## src/rtl/mux_pkg.sv

```systemverilog
// Shared constants and types for the word serializer that feeds the 8-to-1 mux.
// Bit order is chosen at build time:
//   MUX_SER_MSB_FIRST_EN undefined : sel runs 0 -> NUM_IN-1 (LSB first)
//   MUX_SER_MSB_FIRST_EN defined   : sel runs NUM_IN-1 -> 0 (MSB first)
package mux_pkg;

    localparam int unsigned NUM_IN = 8;
    localparam int unsigned SEL_W  = 3;

    typedef enum logic [0:0] {
        IDLE  = 1'b0,
        SHIFT = 1'b1
    } state_e;

`ifdef MUX_SER_MSB_FIRST_EN
    localparam logic [SEL_W-1:0] FIRST_SEL = SEL_W'(NUM_IN - 1);
    localparam logic [SEL_W-1:0] LAST_SEL  = SEL_W'(0);
`else
    localparam logic [SEL_W-1:0] FIRST_SEL = SEL_W'(0);
    localparam logic [SEL_W-1:0] LAST_SEL  = SEL_W'(NUM_IN - 1);
`endif

    // One step of sel toward LAST_SEL.
    function automatic logic [SEL_W-1:0] sel_step(input logic [SEL_W-1:0] s);
`ifdef MUX_SER_MSB_FIRST_EN
        return s - SEL_W'(1);
`else
        return s + SEL_W'(1);
`endif
    endfunction

endpackage

```

## src/rtl/mux_sel_counter.sv

```systemverilog
// Mux select counter. Holds sel, walks it from FIRST_SEL to LAST_SEL one step
// per advance, and returns to FIRST_SEL at the end of a word or on load.
// Direction comes from mux_pkg (MUX_SER_MSB_FIRST_EN).
// Ports:
//   clk, rst    clock, synchronous active-high reset
//   load_i      restart at FIRST_SEL (new word captured)
//   advance_i   a serial beat was accepted
//   sel_o       current select
//   is_last_o   sel_o is at LAST_SEL
module mux_sel_counter
    import mux_pkg::*;
(
    input  logic             clk,
    input  logic             rst,
    input  logic             load_i,
    input  logic             advance_i,
    output logic [SEL_W-1:0] sel_o,
    output logic             is_last_o
);

    logic [SEL_W-1:0] sel_q;
    logic [SEL_W-1:0] sel_d;

    assign is_last_o = (sel_q == LAST_SEL);
    assign sel_o     = sel_q;

    // Never step past LAST_SEL: the final beat always wraps back to FIRST_SEL.
    always_comb begin
        sel_d = sel_q;
        if (load_i) begin
            sel_d = FIRST_SEL;
        end else if (advance_i) begin
            sel_d = is_last_o ? FIRST_SEL : sel_step(sel_q);
        end
    end

    always_ff @(posedge clk) begin
        if (rst) begin
            sel_q <= FIRST_SEL;
        end else begin
            sel_q <= sel_d;
        end
    end

endmodule

```

## src/rtl/mux_word_serializer.sv

```systemverilog
// Parallel-to-serial front end for the 8-to-1 mux. Captures a word over a
// valid/ready handshake, drives it onto the mux data inputs, steps the select
// through every position and forwards the mux result as a serial stream.
// Build option: MUX_SER_MSB_FIRST_EN selects MSB-first order (default LSB first).
// Ports:
//   clk, rst                           clock, synchronous active-high reset
//   load_valid, load_ready, load_data  word input handshake
//   mux_in, sel                        drive the external mux
//   mux_out                            external mux result
//   ser_valid, ser_ready, ser_bit      serial output handshake
//   ser_last                           final bit of the current word
//   busy                               word in flight
module mux_word_serializer
    import mux_pkg::*;
(
    input  logic              clk,
    input  logic              rst,
    input  logic              load_valid,
    output logic              load_ready,
    input  logic [NUM_IN-1:0] load_data,
    output logic [NUM_IN-1:0] mux_in,
    output logic [SEL_W-1:0]  sel,
    input  logic              mux_out,
    output logic              ser_valid,
    input  logic              ser_ready,
    output logic              ser_bit,
    output logic              ser_last,
    output logic              busy
);

    state_e            state_q;
    state_e            state_d;
    logic [NUM_IN-1:0] mux_in_q;
    logic              is_last;
    logic              load_fire;
    logic              beat_fire;

    assign load_fire = load_valid && load_ready;
    assign beat_fire = ser_valid && ser_ready;
    assign mux_in    = mux_in_q;
    assign ser_bit   = mux_out;

    mux_sel_counter u_sel_counter (
        .clk       (clk),
        .rst       (rst),
        .load_i    (load_fire),
        .advance_i (beat_fire),
        .sel_o     (sel),
        .is_last_o (is_last)
    );

    // State register.
    always_ff @(posedge clk) begin
        if (rst) begin
            state_q <= IDLE;
        end else begin
            state_q <= state_d;
        end
    end

    // Next state: a word ends in IDLE unless a new one is taken on its last beat.
    always_comb begin
        state_d = state_q;
        case (state_q)
            IDLE: begin
                if (load_valid) begin
                    state_d = SHIFT;
                end
            end
            SHIFT: begin
                if (ser_ready && is_last && !load_valid) begin
                    state_d = IDLE;
                end
            end
            default: state_d = IDLE;
        endcase
    end

    // Outputs: a word is only accepted when idle or on the accepted last beat.
    always_comb begin
        load_ready = 1'b0;
        ser_valid  = 1'b0;
        ser_last   = 1'b0;
        busy       = 1'b0;
        case (state_q)
            IDLE: begin
                load_ready = 1'b1;
            end
            SHIFT: begin
                ser_valid  = 1'b1;
                busy       = 1'b1;
                ser_last   = is_last;
                load_ready = ser_ready && is_last;
            end
            default: begin
                load_ready = 1'b0;
            end
        endcase
    end

    // Word register; held for the whole word, so stalls cannot disturb ser_bit.
    always_ff @(posedge clk) begin
        if (rst) begin
            mux_in_q <= '0;
        end else if (load_fire) begin
            mux_in_q <= load_data;
        end
    end

endmodule
```

## config.mk

```make
export PLATFORM = sky130hd
export DESIGN_NAME = mux_word_serializer
export DESIGN_NICKNAME = d
export VERILOG_FILES = /design/src/rtl/mux_pkg.sv /design/src/rtl/mux_sel_counter.sv /design/src/rtl/mux_word_serializer.sv
export SDC_FILE = /design/constraint.sdc
export NUM_CORES = 1
export LEC_CHECK = 0
export ABC_CLOCK_PERIOD_IN_PS = 1450
export CAP_MARGIN = 20
export CORE_MARGIN = 2
export CORE_UTILIZATION = 38
export DETAILED_ROUTE_END_ITERATION = 8
export PLACE_DENSITY = 0.8
export SLEW_MARGIN = 5
export SYNTH_ARGS = -nofsm -noshare
export SYNTH_HDL_FRONTEND = slang
export SYNTH_SLANG_ARGS = --single-unit
```

## constraint.sdc

```tcl
create_clock -name clk -period 1.45 [get_ports clk]
set_input_delay 0.145 -clock clk [delete_from_list [all_inputs] [get_ports clk]]
set_output_delay 0.145 -clock clk [all_outputs]
set_load 0.05 [all_outputs]
```

Word-level counts from Yosys, hierarchy flattened
Index checks and enable logic that the tools add are counted.

Word-level logic and storage cells: 19. Bits of input ports: 13. Bits in registers: 12.

Reduce and logical (&&, ||, !) cells: 6. $add $sub $neg: 1. Muxes and demuxes: 7. Bitwise logic cells: 1. Eq/ne operators: 1.

Operators with widths (number): $logic_and A1 B1 Y1 (4); $mux W1 (4); $pmux W1 S2 (2); $add A3 B1 Y3 const B (1); $eq A3 B3 Y1 const B (1); $mux W3 (1); $reduce_or A2 Y1 (1); $logic_not A1 Y1 (1); $not A1 Y1 (1).

Depth between registers and ports, before layout
Depth in word-level cells: 5. Depth in mapped cells: 6.

Hierarchy
Synthesis repeated with hierarchy kept, for this count alone.

Cell total of the unflattened synthesis: 56. Area total of the unflattened synthesis: 574.3 µm².

Modules (own cells, without submodules): mux_word_serializer (sequential area each 180.2 µm², cells an instance 44, area each 431.7 µm², instances 1); mux_sel_counter (sequential area each 60.1 µm², cells an instance 12, area each 142.6 µm², instances 1).

Worst setup path before layout
Ideal clock, no wire load.

Kind: flip-flop to flip-flop. From: reg u_sel_counter.sel_q[0] (netlist: u_sel_counter.sel_o[0]). To: reg mux_in_q[1] (netlist: mux_in[1]). Cell stages (with the launch flop): 7. Data arrival time: 1.657 ns. Data required time: 1.378 ns. Path slack: -0.278 ns. Path through: dfxtp_1 -> ha_1 -> ha_1 -> a21boi_4 -> nor2b_2 -> buf_6 -> mux2i_1.

Longest elaborated chain between the ends: 4.

Ends and longest elaborated chain: start: declaration (RTL line mux_sel_counter.sv:21) `logic [SEL_W-1:0] sel_q;`; start signal: assignment (RTL line mux_sel_counter.sv:41) `sel_q <= sel_d;`; $eq A3 B3 Y1 (RTL line mux_sel_counter.sv:24) `assign is_last_o = (sel_q == LAST_SEL);`; $logic_and A1 B1 Y1 (RTL line mux_word_serializer.sv:93) `load_ready = ser_ready && is_last;`; $pmux W1 S2 (RTL line mux_word_serializer.sv:85) `case (state_q)`; $logic_and A1 B1 Y1 (RTL line mux_word_serializer.sv:38) `assign load_fire = load_valid && load_ready;`; end signal: assignment (RTL line mux_word_serializer.sv:106) `mux_in_q <= load_data;`; end: declaration (RTL line mux_word_serializer.sv:33) `logic [NUM_IN-1:0] mux_in_q;`.

No other way between the ends. A chain may end at the register's enable or synchronous reset.

Worst setup path in the final report
From: reg u_sel_counter.sel_q[0] (netlist: u_sel_counter.sel_o[0]). To: out load_ready.

Longest elaborated chain between the ends: 3.

Ends and longest elaborated chain: $eq A3 B3 Y1 (RTL line mux_sel_counter.sv:24); $logic_and A1 B1 Y1 (RTL line mux_word_serializer.sv:93); $pmux W1 S2 (RTL line mux_word_serializer.sv:85); end: declaration (RTL line mux_word_serializer.sv:19) `output logic load_ready,`.

No other way between the ends.

==> run summary <==
0 antenna diodes ended up in the layout. The detailed router finished its first iteration with 3 violations. Startpoint of the worst register-to-register path: u_sel_counter.sel_o[0]$_SDFFE_PP0P_. In this run the tightest slew margin relative to its limit is 74.1%. Of all nets on the critical path, the largest fanout is 2. The net count of the finished layout is 110. The H-tree depth came out at 1. The core box area was 0.00149 sq mm. Number of hold violations in the final report: 0. The worst setup slack for register-to-register paths is 80 ps.

The post-layout worst setup margin is -71.8 ps, and the insertion delay to the later sink of the worst-skew pair is 260 ps. Dividing total power by cell area gives a power density of 803 mW/mm^2. The maximum buffer depth of the clock tree was 2; the total global-route track usage was 14.8%. The post-route minimum period is 1520 ps, and the count of maximum capacitance violations is 0.

The first global-routing pass estimated 2.12 mm of wire. For this run, the top clock speed supported by timing is 657 MHz. The class of the most critical hold timing path is in2out.

The register area share after synthesis was 40.1%; the final non-filler cell total was 110. The detail-routed via count per cell was 4.52; the clock transition at the registers of the reported paths was 70 ps. The tools report the first-pass detailed-route iteration total as 4. TritonCTS built the clock tree. The most critical setup path has its endpoint at load_ready.

The wire-length estimate of the detail-placed layout is 934 um. For this design, the CTS-stage hold fixing added 0 buffers. The tools report the sort of element at the end of the critical path as a primary output. Synthesis produced 58 cells. After detailed routing, the average wire length per cell comes to 11.3 um. Once the floorplan was initialized, standard cells occupied 40.3% of the core. The detail route stage leaves a number of antenna-violating nets equal to 0. The logic depth of the worst register-to-register path was 7.

For the number of library cell types mapped by synthesis, the log shows 16. Fill cells in the final layout number 127. The tools report the area enclosed by the die boundary as 0.00191 sq mm. Setup repair after global routing could not meet its margin everywhere. Synthesis produced a netlist with a net count of 73. The area growth from synthesis to layout is 65.8%. The total global routing overflow is 0, and the maximum vdd ir drop is 0.000450 V. The type of the worst setup path is reg2out. The checks that failed: setup timing. Setup violations remaining at the end of the flow were counted as 2. STA classifies the critical path startpoint as a flip-flop.

The tools report the remaining routing DRC violations as 0. The cell area that synthesis handed to floorplanning was 599 sq um. Via count of the first global-routing pass: 502. In this run the tool buffered the top-level ports with 26 buffer cells. The tools report the detailed-route via count as 497. The worst hold path begins at mux_out. The placer's final routability congestion estimate came out at 0.711. The run gives 0 as the initial antenna violation count. Count of yosys warnings during synthesis: 0. The floorplan die height works out to 43.7 um.

The origin of the worst setup path is u_sel_counter.sel_o[0]$_SDFFE_PP0P_. The average footprint of a synthesized cell is 10.3 sq um. The worst path uses 105% of the clock period. STA puts the critical path data required time at 1310 ps. The run gives 0 as the count of final max-slew check failures. Most common cell after layout, fill and taps aside: sky130_fd_sc_hd__buf_4.

The synthesized design contains 12 register bits. Once placement completed, the tool counted placed cells totaling 102. The cell sitting at the root of the clock tree is a sky130_fd_sc_hd__clkbuf_4.

The tools report the number of I/O pins as 29. The capture point of the worst reg-to-reg path was mux_in[0]$_SDFFE_PP0P_. At the pin with the least slew margin, the transition time is 387 ps. Leaving out fill and tap cells, the most frequent cells in the layout are sky130_fd_sc_hd__buf_4, sky130_fd_sc_hd__nand2b_1, sky130_fd_sc_hd__clkdlybuf4s50_1, sky130_fd_sc_hd__mux2i_1, sky130_fd_sc_hd__dfxtp_1. The routed design has 1.25 mm of wire. In this run the static leakage power is 0.447 nW. Floorplan die width: 43.7 um.

The power consumption came out at 0.798 mW. The run gives 5.61 ps as the worst clock skew. The flow ran to the end, but the final reports show violations. Fraction of final layout cells with drive strength greater than 1: 44.7%.

Data arrives at the worst endpoint at 1380 ps. The total number of clock tree sinks is 12, and the maximum number of pins on one net before global-route repair is 18. The standard-cell row count was 14; the TritonCTS buffer count was 3.
## what timing repair did
action,4_1_cts,5_1_grt
pin swaps,3,3
buffers inserted,3,1
hold endpoints to repair,0,0
resized for setup,9,1
endpoints found under the setup margin,13,5
## through the flow
step | instance area (sq um) | hold WS (ps) | setup TNS, ps | utilization [%] | setup WS [ps]
floorplan | 608 | 266 | 0 | - | 5.47
global placement | 882 | 291 | -1660 | 59.2 | -189
detailed placement | 882 | 291 | -2050 | 59.2 | -222
CTS | 982 | 291 | -126 | 66.0 | -73.6
global route | 993 | 290 | -192 | 66.7 | -114
finish | 993 | 290 | -115 | 66.7 | -71.8
## final cells by class
type,instances,area (sq um),share of cell area (%)
Multi-Input combinational cell,40,353,35.5
Sequential cell,12,249,25.1
Timing Repair Buffer,37,342,34.4
Inverter,1,3.75,0.378
Clock buffer,4,26.3,2.64
Tap cell,16,20.0,2.02
## cell usage after synthesis, drive strengths merged
master	n	area [sq um]
mux2i	10	100
nor3	3	30.0
buf	3	26.3
nor2	3	11.3
inv	1	3.75
a21oi	1	5.00
a21boi	1	18.8
ha	2	25.0
nand2b	16	100
nand2	1	3.75
and2	1	7.51
nor2b	1	8.76
dfxtp	12	240
and4b	1	11.3
clkbuf	2	7.51
## cells by family after synthesis
group,Yosys count,synth area share [%]
and+or+nand+nor,26,28.8
DFF,12,40.1
muxes,10,16.7
buffers and inverters,6,6.26
AOI/OAI and AO/OA,2,3.97
adders and majority gates,2,4.17
## critical path, cell delays in order, from the launching register on
cell                       delay (ps)
sky130_fd_sc_hd__dfxtp_4          350
sky130_fd_sc_hd__ha_4             160
sky130_fd_sc_hd__ha_4             160
sky130_fd_sc_hd__a21boi_4         150
sky130_fd_sc_hd__buf_6            120
sky130_fd_sc_hd__inv_2             30
sky130_fd_sc_hd__buf_8            130
## worst min-delay path by stage
| stage | endpoint | cells after the start |
|---|---|---|
| 2_1_floorplan | state_q$_SDFF_PP0_ | 2 |
| 3_3_place_gp | ser_bit | 0 |
| 3_5_place_dp | ser_bit | 0 |
| 4_1_cts | ser_bit | 0 |
| 5_1_grt | ser_bit | 0 |
| 6_report | ser_bit | 0 |
## report_power, final
group	total (mW)	switching (mW)	internal (mW)
clock	0.207	0.101	0.106
sequential	0.356	0.0116	0.344
combinational	0.236	0.126	0.109
## state kept, by name, indices dropped and copies added, names as in the netlist
signal,flops
u_sel_counter.sel_o,3
mux_in,8
state_q,1
## routing by layer
layer / track usage (%) / up-vias / part of all wire, % / wire [um]
met5: 0 / - / 0 / 0
met4: 3.64 / 0 / 0 / 0
met3: 2.50 / 0 / 7.4 / 92
met2: 28.8 / 23 / 51 / 635
met1: 16.2 / 215 / 42 / 519
li1: - / 259 / - / -
Note: power is estimated with default switching activity, not from simulation.
